### src/rtl/axi_lite_master_arbiter.sv
`default_nettype none
// ============================================================================
// Module   : axi_lite_master_arbiter
// Purpose  : Round-robin sharing of one AXI4-Lite slave port among MASTERS
//            requesters, one transaction in flight. Optional macro
//            ARB_TIMEOUT_EN adds a per-transaction watchdog (SLVERR reply).
// Revision : 1.0 - initial release
// ============================================================================
module axi_lite_master_arbiter #(
  parameter int MASTERS = 2,
  parameter int SWORD   = 32,
  parameter int TIMEOUT = 1024
) (
  input  logic                         CLK,
  input  logic                         RST,
  input  logic [MASTERS-1:0]           M_AWVALID,
  input  logic [MASTERS-1:0]           M_WVALID,
  input  logic [MASTERS-1:0]           M_ARVALID,
  input  logic [MASTERS-1:0]           M_BREADY,
  input  logic [MASTERS-1:0]           M_RREADY,
  input  logic [MASTERS*SWORD-1:0]     M_AWADDR,
  input  logic [MASTERS*SWORD-1:0]     M_ARADDR,
  input  logic [MASTERS*SWORD-1:0]     M_WDATA,
  input  logic [MASTERS*SWORD/8-1:0]   M_WSTRB,
  output logic [MASTERS-1:0]           M_AWREADY,
  output logic [MASTERS-1:0]           M_WREADY,
  output logic [MASTERS-1:0]           M_ARREADY,
  output logic [MASTERS-1:0]           M_BVALID,
  output logic [MASTERS-1:0]           M_RVALID,
  output logic [2*MASTERS-1:0]         M_BRESP,
  output logic [2*MASTERS-1:0]         M_RRESP,
  output logic [MASTERS*SWORD-1:0]     M_RDATA,
  output logic                         S_AWVALID,
  output logic                         S_WVALID,
  output logic                         S_ARVALID,
  output logic                         S_BREADY,
  output logic                         S_RREADY,
  output logic [SWORD-1:0]             S_AWADDR,
  output logic [SWORD-1:0]             S_ARADDR,
  output logic [SWORD-1:0]             S_WDATA,
  output logic [SWORD/8-1:0]           S_WSTRB,
  input  logic                         S_AWREADY,
  input  logic                         S_WREADY,
  input  logic                         S_ARREADY,
  input  logic                         S_BVALID,
  input  logic                         S_RVALID,
  input  logic [1:0]                   S_BRESP,
  input  logic [1:0]                   S_RRESP,
  input  logic [SWORD-1:0]             S_RDATA,
  output logic [MASTERS-1:0]           GRANT,
  output logic                         BUSY
);

  localparam int IW = (MASTERS > 1) ? $clog2(MASTERS) : 1;
  localparam int SB = SWORD / 8;

  typedef enum logic [1:0] {
    ST_IDLE  = 2'd0,
    ST_WRITE = 2'd1,
    ST_READ  = 2'd2
  } state_t;

  state_t             r_state, w_next;
  logic [MASTERS-1:0] r_grant, w_req;
  logic [IW-1:0]      r_gidx, r_ptr, w_pick, w_idx;
  logic               r_aw_done, r_w_done, r_ar_done;
  logic               w_found, w_aw_hs, w_w_hs, w_ar_hs, w_done, w_to;

  generate
    if (MASTERS < 2 || MASTERS > 8 || (SWORD % 8) != 0 || TIMEOUT < 1) begin : g_param_check
      $error("axi_lite_master_arbiter: unsupported parameter set");
    end
  endgenerate

  assign w_req = (M_AWVALID & M_WVALID) | M_ARVALID;
  assign GRANT = r_grant;
  assign BUSY  = (r_state != ST_IDLE);

  // Round-robin scan starting just after the last owner.
  always_comb begin
    w_found = 1'b0;
    w_pick  = '0;
    w_idx   = '0;
    for (int k = 1; k <= MASTERS; k++) begin
      w_idx = IW'((int'(r_ptr) + k) % MASTERS);
      if (!w_found && w_req[w_idx]) begin
        w_found = 1'b1;
        w_pick  = w_idx;
      end
    end
  end

  always_comb begin
    w_next = r_state;
    case (r_state)
      ST_IDLE:  if (w_found) w_next = (M_AWVALID[w_pick] && M_WVALID[w_pick]) ? ST_WRITE : ST_READ;
      ST_WRITE,
      ST_READ:  if (w_done) w_next = ST_IDLE;
      default:  w_next = ST_IDLE;
    endcase
  end

  always_ff @(posedge CLK or negedge RST) begin
    if (!RST) r_state <= ST_IDLE;
    else      r_state <= w_next;
  end

  always_ff @(posedge CLK or negedge RST) begin
    if (!RST) begin
      r_grant   <= '0;
      r_gidx    <= '0;
      r_ptr     <= IW'(MASTERS - 1);
      r_aw_done <= 1'b0;
      r_w_done  <= 1'b0;
      r_ar_done <= 1'b0;
    end else if (r_state == ST_IDLE) begin
      if (w_found) begin
        r_grant <= MASTERS'(1) << w_pick;
        r_gidx  <= w_pick;
      end
      r_aw_done <= 1'b0;
      r_w_done  <= 1'b0;
      r_ar_done <= 1'b0;
    end else if (w_done) begin
      r_ptr     <= r_gidx;
      r_grant   <= '0;
      r_aw_done <= 1'b0;
      r_w_done  <= 1'b0;
      r_ar_done <= 1'b0;
    end else begin
      if (w_aw_hs) r_aw_done <= 1'b1;
      if (w_w_hs)  r_w_done  <= 1'b1;
      if (w_ar_hs) r_ar_done <= 1'b1;
    end
  end

`ifdef ARB_TIMEOUT_EN
  localparam int CW = $clog2(TIMEOUT + 1);
  logic [CW-1:0] r_cnt;

  always_ff @(posedge CLK or negedge RST) begin
    if (!RST)                         r_cnt <= '0;
    else if (r_state == ST_IDLE)      r_cnt <= '0;
    else if (r_cnt != CW'(TIMEOUT))   r_cnt <= r_cnt + CW'(1);
  end

  assign w_to = (r_state != ST_IDLE) && (r_cnt == CW'(TIMEOUT));
`else
  assign w_to = 1'b0;
`endif

  // Channel routing: only the granted master ever sees a ready/valid.
  always_comb begin
    M_AWREADY = '0;
    M_WREADY  = '0;
    M_ARREADY = '0;
    M_BVALID  = '0;
    M_RVALID  = '0;
    M_BRESP   = '0;
    M_RRESP   = '0;
    M_RDATA   = '0;
    S_AWVALID = 1'b0;
    S_WVALID  = 1'b0;
    S_ARVALID = 1'b0;
    S_BREADY  = 1'b0;
    S_RREADY  = 1'b0;
    S_AWADDR  = '0;
    S_ARADDR  = '0;
    S_WDATA   = '0;
    S_WSTRB   = '0;
    w_aw_hs   = 1'b0;
    w_w_hs    = 1'b0;
    w_ar_hs   = 1'b0;
    w_done    = 1'b0;
    case (r_state)
      ST_WRITE: begin
        S_AWADDR = M_AWADDR[r_gidx*SWORD +: SWORD];
        S_WDATA  = M_WDATA[r_gidx*SWORD +: SWORD];
        S_WSTRB  = M_WSTRB[r_gidx*SB +: SB];
        if (w_to) begin
          M_AWREADY[r_gidx]          = ~r_aw_done;
          M_WREADY[r_gidx]           = ~r_w_done;
          M_BVALID[r_gidx]           = 1'b1;
          M_BRESP[r_gidx*2 +: 2]     = 2'b10;
          w_done                     = M_BREADY[r_gidx];
        end else begin
          S_AWVALID         = M_AWVALID[r_gidx] & ~r_aw_done;
          S_WVALID          = M_WVALID[r_gidx] & ~r_w_done;
          M_AWREADY[r_gidx] = S_AWREADY & ~r_aw_done;
          M_WREADY[r_gidx]  = S_WREADY & ~r_w_done;
          w_aw_hs           = S_AWVALID & S_AWREADY;
          w_w_hs            = S_WVALID & S_WREADY;
          if (r_aw_done && r_w_done) begin
            M_BVALID[r_gidx]       = S_BVALID;
            M_BRESP[r_gidx*2 +: 2] = S_BRESP;
            S_BREADY               = M_BREADY[r_gidx];
            w_done                 = S_BVALID & M_BREADY[r_gidx];
          end
        end
      end
      ST_READ: begin
        S_ARADDR = M_ARADDR[r_gidx*SWORD +: SWORD];
        if (w_to) begin
          M_ARREADY[r_gidx]      = ~r_ar_done;
          M_RVALID[r_gidx]       = 1'b1;
          M_RRESP[r_gidx*2 +: 2] = 2'b10;
          w_done                 = M_RREADY[r_gidx];
        end else begin
          S_ARVALID         = M_ARVALID[r_gidx] & ~r_ar_done;
          M_ARREADY[r_gidx] = S_ARREADY & ~r_ar_done;
          w_ar_hs           = S_ARVALID & S_ARREADY;
          if (r_ar_done) begin
            M_RVALID[r_gidx]               = S_RVALID;
            M_RRESP[r_gidx*2 +: 2]         = S_RRESP;
            M_RDATA[r_gidx*SWORD +: SWORD] = S_RDATA;
            S_RREADY                       = M_RREADY[r_gidx];
            w_done                         = S_RVALID & M_RREADY[r_gidx];
          end
        end
      end
      default: ;
    endcase
  end

endmodule
`default_nettype wire

### config.mk
export PLATFORM = sky130hd
export DESIGN_NAME = axi_lite_master_arbiter
export DESIGN_NICKNAME = d
export VERILOG_FILES = /design/src/rtl/axi_lite_master_arbiter.sv
export SDC_FILE = /design/constraint.sdc
export NUM_CORES = 1
export LEC_CHECK = 0
export CAP_MARGIN = 20
export CORE_AREA = 2 2 170 172
export CTS_CLUSTER_SIZE = 10
export DETAILED_ROUTE_END_ITERATION = 6
export DIE_AREA = 0 0 172 174
export DONT_BUFFER_PORTS = 1
export PLACE_DENSITY_LB_ADDON = 0.15
export SLEW_MARGIN = 20
export SYNTH_ARGS = -nofsm -noshare
export SYNTH_HDL_FRONTEND = slang
export SYNTH_SLANG_ARGS = --single-unit
### constraint.sdc
create_clock -name CLK -period 2.4 [get_ports CLK]
set_input_delay 0.36 -clock CLK [delete_from_list [all_inputs] [get_ports CLK]]
set_output_delay 0.36 -clock CLK [all_outputs]
set_load 0.01 [all_outputs]
# == After elaboration in Yosys (flattened, before gate mapping) ==
# Index checks and enable logic that the tools add are counted.
# classes
n_addsub,4
n_lt_le_gt_ge,5
eq_ne,4
shifts,10
mux,69
bitwise_logic,25
reduce_logical,16
# ops
op,n
$shiftx 64x7->32,3
$mux 64,2
$mux 32,3
$shiftx 2x34->4,2
$and 64x64->64,1
$shift 32x34->64 const A,1
$shiftx 32x34->64,1
$mux 1,44
$neg 2->34,1
$neg 6->34,1
$shift 2x34->4 const A,1
$mux 2,12
$mux 4,5
$and 2x2->2,6
$and 1x1->1,11
$reduce_bool 3->1,3
$and 4x4->4,2
$lt 1x2->1 const B,4
$reduce_and 2->1,4
$shiftx 8x4->4,1
$logic_and 1x1->1,4
$ne 2x2->1 const B,2
$not 1->1,4
$pmux 2 s2,1
12 further kinds,14
# word_totals
reg_bits,9
inputBits,253
out_inout_bits,190
word_cells,140

# == Longest topological paths before layout ==
# Gate-level depths: netlist (run 1).
# logic_depth
ltp_word,14
depth_mapped,7
depth_no_buf,6

# == Least setup slack after synthesis (run 1) ==
# No wires, ideal clock.
# synth_path
kind,reg2out
start,reg r_state[0]
end,out M_RDATA[23]
arrival_ns,1.552
required_time_ns,2.040
slack_ns,0.488
path_stages_with_launch,8
n_path_buf,3
cell_sequence,dfrtp_1 -> inv_1 -> ha_1 -> clkbuf_1 -> clkbuf_1 -> clkbuf_1 -> nand2_1 -> nor2_1
# synth_via
elab_chain_len,2
# synth_rtl
element,line_no,rtl
start: declaration,63,"state_t r_state, w_next;"
start signal: assignment,105,else r_state <= w_next;
$eq 2x2->1,175,case (r_state)
$mux 64,175,
end: declaration,32,"output logic [MASTERS*SWORD-1:0] M_RDATA,"
# No other way between the ends.

# == Worst setup path in the final report (run 1) ==
# layout_path
start,reg r_gidx
end,out S_ARADDR[3]
# layout_via
elab_chain_len,2
# layout_rtl
element,line_no,rtl
start: declaration,65,"logic [IW-1:0] r_gidx, r_ptr, w_pick, w_idx;"
start signal: assignment,119,r_gidx <= w_pick;
$shiftx 64x7->32,202,S_ARADDR = M_ARADDR[r_gidx*SWORD +: SWORD];
$mux 32,175,
end: declaration,39,"output logic [SWORD-1:0] S_ARADDR,"
# No other way between the ends.

==> results of run 1 <==
## worst max-delay path by stage
stage / endpoint / slack (ps) / depth (start not counted) / start
3_5_place_dp: S_WDATA[30] / 300 / 3 / r_gidx$_DFFE_PN0P_
2_1_floorplan: M_RDATA[23] / 490 / 7 / r_state[0]$_DFFE_PN0P_
4_1_cts: S_WDATA[30] / 50 / 3 / r_gidx$_DFFE_PN0P_
5_1_grt: M_RDATA[5] / 100 / 5 / r_gidx$_DFFE_PN0P_
6_report: S_ARADDR[3] / 210 / 3 / r_gidx$_DFFE_PN0P_
3_3_place_gp: S_WDATA[19] / 340 / 3 / r_gidx$_DFFE_PN0P_
## routing by layer
| layer | wire length (um) | share of wire (%) |
|---|---|---|
| met1 | 5530 | 40 |
| met2 | 7050 | 51 |
| met3 | 1070 | 7.8 |
| met4 | 38 | 0.28 |
| met5 | 0 | 0 |
## power by group
group | switching [mW] | internal, mW
sequential | 0.138 | 0.217
clock | 0.0725 | 0.222
combinational | 1.67 | 1.14
## through the flow
step,worst slack [ps],instance area (um^2)
floorplan,488,2890
global placement,336,3590
detailed placement,299,3590
CTS,50.4,3680
global route,105,3710
finish,207,3710
## worst register-to-register path, delay by kind of cell, from the launching register on
| kind | cells | cell delay, ps |
|---|---|---|
| multiplexers | 1 | 390 |
| flip-flops | 1 | 640 |
| AO/OA/AOI/OAI | 3 | 670 |
| AND/OR/NAND/NOR | 1 | 220 |
## cells by family (layout without fill, tap and decap cells)
kind of cell | Yosys count | count (layout) | synth area share, %
AOI/OAI and AO/OA | 19 | 19 | 4.90
adders and majority gates | 3 | 3 | 1.30
buffers and inverters | 43 | 57 | 6.33
DFF | 9 | 9 | 7.85
muxes | 106 | 106 | 36.9
and+or+nand+nor | 247 | 247 | 42.7
## final cells by class
cell class,count,area [um^2],share of cell area (%)
clock buffers,4,78.8,2.13
multi-input cells,375,2480,66.9
flip-flops and latches,9,230,6.21
well taps,384,480,13.0
repair buffers,46,410,11.1
inverters,7,26.3,0.709
## flip-flops by register name, indices dropped and copies added (netlist names)
name       count
GRANT          2
r_state        2
r_aw_done      1
r_gidx         1
r_ar_done      1
r_w_done       1
r_ptr          1
## repair_timing
action / in CTS / in global routing
endpoints found under the setup margin: 0 / 10
hold buffers: 1 / 0
endpoints found under the hold margin: 9 / 0
gates resized for setup: 0 / 1
## placed cells by master, fill, tap and decap left out, types with 2 or more instances in the layout
cell       count
a21oi_1        6
a31oi_1        2
buf_12         2
buf_4         41
clkbuf_16      4
dfrtp_1        7
ha_2           2
inv_1          7
mux2_2         2
mux2i_1      103
nand2_1       46
nand2b_1       4
nand3_1        3
nor2_1        84
nor2b_1      101
nor3b_1        3
==> results.toml, run 1 <==
[critical_path]
slowest_stage = "dfrtp_4"
start_kind = "flop"
cpPeakStageDelay_ps = 640
path_cells = "buf_16 -> mux2i_1 -> nor2b_1"
worst_ep_arrival_time_ps = 1830
critPathCaptureType = "output port"
cp_num_buf_inv = 1
timing.rr.start = "r_gidx$_DFFE_PN0P_"
cp_top_family = "flip-flops"
reg2reg_to = "GRANT[0]$_DFFE_PN0P_"
critPathRequiredTime_ps = 2040
rr_worst_depth = 5
worstSetupPathType = "reg -> out"
cp_max_fo = 48
r2r_setup_slack_ps = 410

[yosys]
syn_nets = 683
yosys_warnings = 0
synthFlopType = "dfrtp_1"
synth-async-reset-ratio_pct = 100
synth.most_common_cell = "mux2i_1"
yosys-top-cells-count = "103 x mux2i_1, 101 x nor2b_1, 84 x nor2_1, 46 x nand2_1, 21 x clkbuf_1"
synth-edff-count = 0
yosys.area.top_type = "mux2i_1"
netlist.area_leader.share_pct = 35.7
syn_inst = 427
ys_top_cells_by_area = "mux2i_1 36%, nor2b_1 22%, nor2_1 11%"
synth_cell_type_count = 35
syn_avg_cell_area_um2 = 6.76
ys_ff_latch = 9
ys_seq_area_share_pct = 7.85
syn_area_um2 = 2890

[global_route]
antenna_found_initial = 0
grt_first_pass_wirelength_um = 17300
met3_usage_pct = 0.797
grt_pass1_vias = 2840
track_usage_pct = 7.42
grt-busiest-layer = "met2"
use_met1_pct = 9.34
grt_max_degree = 97
grt_overflow = 0
met2_usage_pct = 13.9

[floorplan]
die_w_um = 172
dieArea_um2 = 29900
ioPinCount = 443
die_h_um = 174
core_area_um2 = 28200
rows = 62
initial_core_util_pct = 10.2

[routing]
route.detailed.drc = 0
dr.first_iter.drc_count = 118
routedWlPerCell_um = 16.6
vias = 3137
drt_wl_total_um = 13700
final_antenna_net_count = 0
avgViaCountPerCell = 3.80
dr.pass1.iters = 4

[timing]
min_period_over_period_pct = 91.4
hold_viol = 0
finalSetupTns_ps = 0
fin_skew_ps = 0.724
rsz0062_at_grt = "no"
max_freq_mhz = 456
setup_violations = 0
worstMarginPinSlew_ps = 660
fin_crit_ps = 2190
final_max_slew_viol_count = 0
whs_ps = 290
slew_headroom_pct = 55.9

[run_status]
status = "complete, no violations"

[cts]
cts_tree = "done"
clock_path_buffers = 2
htree_num_levels = 1
clk_transition_reported_paths_ps = 40
cts_buffers = 3
post_cts_buffers = 0
cts_sinks = 9
clock_latency_ps = 230
root_buffer = "clkbuf_16"

[pwr]
powerDensity_nw_per_um2 = 933
p_leak_nw = 1.64
ir_worst_vdd_uv = 366
power.total_mw = 3.46

[min_path]
holdPathStages = 2
worstHoldStart = "S_ARREADY"
hold_class = "in -> reg"
hold_end = "r_ar_done$_DFFE_PN0P_"

[final_layout]
final_core_util_pct = 13.1
fin_cells = 825
fill_cells = 3294
drive_gt1_share_pct = 12.9
fin_nets = 698
insertedDiodeCount = 0
syn2layout_area_growth_pct = 28.5

[placed_design]
dp.cells = 819
io_buffers = 0
place.gp.congestion = 0.751
place_hpwl_um = 11300

[flow_run]
drv_cap = 0
No activity file was read; power rests on OpenSTA's default activity.
==> run 2, diff against run 1 <==
--- a/config.mk
+++ b/config.mk
@@ -6,10 +6,12 @@
 export NUM_CORES = 1
 export LEC_CHECK = 0
 export CAP_MARGIN = 20
-export CORE_AREA = 2 2 170 172
+export CELL_PAD_IN_SITES_DETAIL_PLACEMENT = 0
+export CELL_PAD_IN_SITES_GLOBAL_PLACEMENT = 2
+export CORE_AREA = 2 2 173 175
 export CTS_CLUSTER_SIZE = 10
 export DETAILED_ROUTE_END_ITERATION = 6
-export DIE_AREA = 0 0 172 174
+export DIE_AREA = 0 0 175 177
 export DONT_BUFFER_PORTS = 1
 export PLACE_DENSITY_LB_ADDON = 0.15
 export SLEW_MARGIN = 20
==> results.toml, run 2 (same netlist as run 1, synthesis figures left out) <==
[run_status]
status = "complete, no violations"

[pwr]
p_leak_nw = 1.64
powerDensity_nw_per_um2 = 915
ir_worst_vdd_uv = 453

[floorplan]
ioPinCount = 443
dieArea_um2 = 31000
rows = 63
core_area_um2 = 29200
initial_core_util_pct = 9.87
die_w_um = 175
die_h_um = 177

[cts]
htree_num_levels = 1
clk_transition_reported_paths_ps = 40
cts_sinks = 9
clock_path_buffers = 2
cts_tree = "done"
clock_latency_ps = 240
root_buffer = "clkbuf_16"
cts_buffers = 3

[global_route]
grt_first_pass_wirelength_um = 17400
grt_pass1_vias = 2984
grt_overflow = 0
antenna_found_initial = 2
track_usage_pct = 7.15
grt_max_degree = 68

[routing]
route.detailed.drc = 0
avgViaCountPerCell = 3.72
routedWlPerCell_um = 15.7
wl_met1_um = 4820
wl_met2_um = 7300
topRoutingLayerUsed = "met4"
dr.first_iter.drc_count = 108
dr_wl_met3_um = 861
final_antenna_net_count = 0
vias = 3110
drt_wl_total_um = 13100
dr.pass1.iters = 4

[final_layout]
seq_area_um2 = 230
syn2layout_area_growth_pct = 28.9
final_common_cell = "mux2i_1"
multiInputGateArea_um2 = 2480
fin_nets = 701
drive_gt1_share_pct = 13.7
fill_cells = 3366
final_cell_mix = "103 x mux2i_1, 101 x nor2b_1, 84 x nor2_1"

[timing]
max_freq_mhz = 446
slew_headroom_pct = 58.5
final_max_slew_viol_count = 0
hold_viol = 0
min_period_over_period_pct = 93.4
setup_violations = 0
rsz0062_at_grt = "no"
finalSetupTns_ps = 0
fin_crit_ps = 2240
fin_skew_ps = 4.06
worstMarginPinSlew_ps = 621
setup_ws_ps = 157

[flow_run]
drv_cap = 0

[critical_path]
worstSetupPathType = "reg -> out"
cp_max_fo = 54
critPathCaptureType = "output port"
start_kind = "flop"
critPathRequiredTime_ps = 2040
worst_ep_arrival_time_ps = 1880

[placed_design]
place.gp.congestion = 0.787
dp_slack_ps = 432
place_hpwl_um = 11100
io_buffers = 0

[min_path]
hold_class = "in -> reg"
## run 2: what timing repair did
item                                   in CTS  in global routing
endpoints found under the hold margin       9                  0
hold buffers                                1                  0
setup buffers                               0                  0
gates resized for setup                     0                  0
## run 2: cell type report
| type | count | share of cell area [%] |
|---|---|---|
| flip-flops and latches | 9 | 6.19 |
| multi-input cells | 375 | 66.7 |
| clock buffers | 3 | 2.02 |
| well taps | 390 | 13.1 |
| inverters | 7 | 0.706 |
| repair buffers | 49 | 11.0 |
| clock inverters | 1 | 0.135 |
| diodes | 2 | 0.135 |
## run 2: where the power goes
group	switching, mW	internal (mW)	leakage, nW
clock network	0.0759	0.220	0.0409
registers	0.0721	0.217	0.112
logic	1.69	1.13	1.49
## run 2: routing by layer
layer | up-vias | global-route usage (%)
met4 | 0 | 1.18
met5 | - | 0
met2 | 227 | 14.7
met3 | 10 | 0.752
met1 | 1429 | 7.84
li1 | 1444 | -
## run 2: stage by stage
step | hold slack (ps) | std cells | total power [mW] | area [um^2] | util (%)
after floorplan | 64.4 | 427 | 2.55 | 2890 | -
final | 287 | 836 | 3.41 | 3720 | 12.7
after global routing | 309 | 836 | 3.67 | 3720 | 12.7
after CTS | 279 | 834 | 3.46 | 3710 | 12.7
after global placement | 65.0 | 829 | 3.14 | 3620 | 12.4
after detailed placement | 65.0 | 829 | 3.15 | 3620 | 12.4
## run 2: path summary, 6_finish.rpt
check                                        from                      to  slack (ps)  cells past startpoint
max                            r_gidx$_DFFE_PN0P_             S_WDATA[21]         160                      4
min                                     S_ARREADY   r_ar_done$_DFFE_PN0P_         290                      2
max reg2reg                    r_gidx$_DFFE_PN0P_       r_ptr$_DFFE_PN1P_         530                      6
min reg2reg                r_state[0]$_DFFE_PN0P_  r_state[0]$_DFFE_PN0P_         540                      1
max in group asynchronous                     RST      r_gidx$_DFFE_PN0P_        1490                      1
min in group asynchronous                     RST   r_ar_done$_DFFE_PN0P_         530                      1
## run 2: worst max-delay path, stage by stage (launching register included)
cell     delay, ps
dfrtp_4        430
buf_12         310
buf_12         310
mux2i_1        340
nor2b_1        130
==> run 3, diff against run 2 <==
--- a/config.mk
+++ b/config.mk
@@ -6,14 +6,13 @@
 export NUM_CORES = 1
 export LEC_CHECK = 0
 export CAP_MARGIN = 20
-export CELL_PAD_IN_SITES_DETAIL_PLACEMENT = 0
-export CELL_PAD_IN_SITES_GLOBAL_PLACEMENT = 2
-export CORE_AREA = 2 2 173 175
+export CORE_AREA = 2 2 172 174
 export CTS_CLUSTER_SIZE = 10
 export DETAILED_ROUTE_END_ITERATION = 6
-export DIE_AREA = 0 0 175 177
+export DIE_AREA = 0 0 174 176
 export DONT_BUFFER_PORTS = 1
 export PLACE_DENSITY_LB_ADDON = 0.15
+export SETUP_SLACK_MARGIN = 0.15
 export SLEW_MARGIN = 20
 export SYNTH_ARGS = -nofsm -noshare
 export SYNTH_HDL_FRONTEND = slang
==> results.toml, run 3 (same netlist as run 1, synthesis figures left out) <==
[cts]
clk_transition_reported_paths_ps = 40
clock_latency_ps = 240
root_buffer = "clkbuf_16"
cts_buffers = 3
cts_tree = "done"
post_cts_buffers = 0
cts_sinks = 9
clock_path_buffers = 2
htree_num_levels = 1

[timing]
fin_skew_ps = 3.56
slew_headroom_pct = 64.2
setup_ws_ps = 220
hold_viol = 0
worstMarginPinSlew_ps = 536
final_max_slew_viol_count = 0
min_period_over_period_pct = 90.8
whs_ps = 297
fin_crit_ps = 2180
rsz0062_at_grt = "yes"
max_freq_mhz = 459
setup_violations = 0
finalSetupTns_ps = 0

[pwr]
ir_worst_vdd_uv = 264
pwr-share-clk_pct = 8.5
p_leak_nw = 1.70
p_int_mw = 1.60
pwr-share-comb_pct = 82.5
switching_share_pct = 54.3
power_frac_seq_pct = 9.0
p_sw_mw = 1.90
powerDensity_nw_per_um2 = 917

[critical_path]
critPathRequiredTime_ps = 2040
worst_ep_arrival_time_ps = 1820
cp_top_family = "flip-flops"
critPathCaptureType = "output port"
crit_path_start = "r_gidx$_DFFE_PN0P_"
cpPeakStageDelay_ps = 530
worstSetupPathType = "reg -> out"
cp_max_fo = 32
start_kind = "flop"
slowest_stage = "dfrtp_4"
cp_num_buf_inv = 1
path_cells = "buf_4 -> mux2i_1 -> nor2b_1"
timing.rr.start = "r_state[1]$_DFFE_PN0P_"

[routing]
vias = 3293
avgViaCountPerCell = 3.91
final_antenna_net_count = 0
dr.first_iter.drc_count = 151
route.detailed.drc = 0
drt_wl_total_um = 15200
routedWlPerCell_um = 18.0
dr.pass1.iters = 4

[floorplan]
die_w_um = 174
rows = 62
ioPinCount = 443
initial_core_util_pct = 10.1
die_h_um = 176
dieArea_um2 = 30600
core_area_um2 = 28500

[final_layout]
syn2layout_area_growth_pct = 32.3
multiInputGateArea_um2 = 2500
drive_gt1_share_pct = 15.9
final_core_util_pct = 13.4
design_area_um2 = 3820
seq_area_um2 = 230
fin_nets = 711
fill_cells = 3292
final_common_cell = "mux2i_1"
final_cell_mix = "103 x mux2i_1, 101 x nor2b_1, 84 x nor2_1"

[min_path]
worstHoldStart = "S_AWREADY"
hold_class = "in -> reg"

[placed_design]
place.gp.congestion = 0.806
io_buffers = 0
dp_slack_ps = 368
place_hpwl_um = 13000
placed_area_um2 = 3680

[run_status]
status = "complete, no violations"

[global_route]
grt_first_pass_wirelength_um = 19900
grt_overflow = 0
antenna_found_initial = 4
track_usage_pct = 8.44
grt_pass1_vias = 3183
grt_max_degree = 59

[flow_run]
drv_cap = 0
-- run 3: cell count changes in the layout (fill, tap and decap cells not counted), sizes merged --
cell	delta
buf	+10
clkbuf	+1
clkinv	-1
diode	+3
-- run 3: what timing repair did --
item,4_1_cts,5_1_grt
hold buffers,1,0
endpoints found under the setup margin,4,70
gates resized for setup,1,6
hold endpoints to repair,9,0
-- run 3: path summary, 6_finish.rpt --
path	to	slack, ps	cells after the start
worst max register to register	GRANT[0]$_DFFE_PN0P_	490	7
worst min-delay path	r_aw_done$_DFFE_PN0P_	300	2
min in group asynchronous	r_ar_done$_DFFE_PN0P_	510	1
worst max-delay path	S_WDATA[8]	220	3
max in group asynchronous	r_gidx$_DFFE_PN0P_	1540	1
worst min register to register	r_state[0]$_DFFE_PN0P_	530	1
-- run 3: power by group through the flow --
stage | combinational (mW) | clock, mW | sequential (mW)
2_1_floorplan | 2.30 | 0 | 0.256
3_3_place_gp | 2.81 | 0 | 0.309
3_5_place_dp | 2.85 | 0 | 0.311
4_1_cts | 2.87 | 0.298 | 0.311
5_1_grt | 3.13 | 0.310 | 0.327
6_report | 2.89 | 0.299 | 0.314
-- run 3: through the flow --
| step | power [mW] | std cells |
|---|---|---|
| 6_report | 3.50 | 843 |
| 5_1_grt | 3.76 | 842 |
| 4_1_cts | 3.48 | 838 |
| 3_5_place_dp | 3.17 | 833 |
| 3_3_place_gp | 3.12 | 833 |
| 2_1_floorplan | 2.55 | 427 |
-- run 3: layout make-up --
class,instances,area share [%]
multi-input combinational,375,65.5
sequential,9,6.03
clock buffer,4,2.06
antenna,5,0.328
timing repair buffer,59,12.8
inverter,7,0.688
tap,384,12.6
-- run 3: layer usage --
layer / up-vias / GRT usage [%] / share of wire [%]
met2: 297 / 17.1 / 55
met1: 1523 / 8.45 / 33
li1: 1457 / - / -
met4: 0 / 2.77 / 2.7
met5: - / 0 / 0
met3: 16 / 1.77 / 9.4
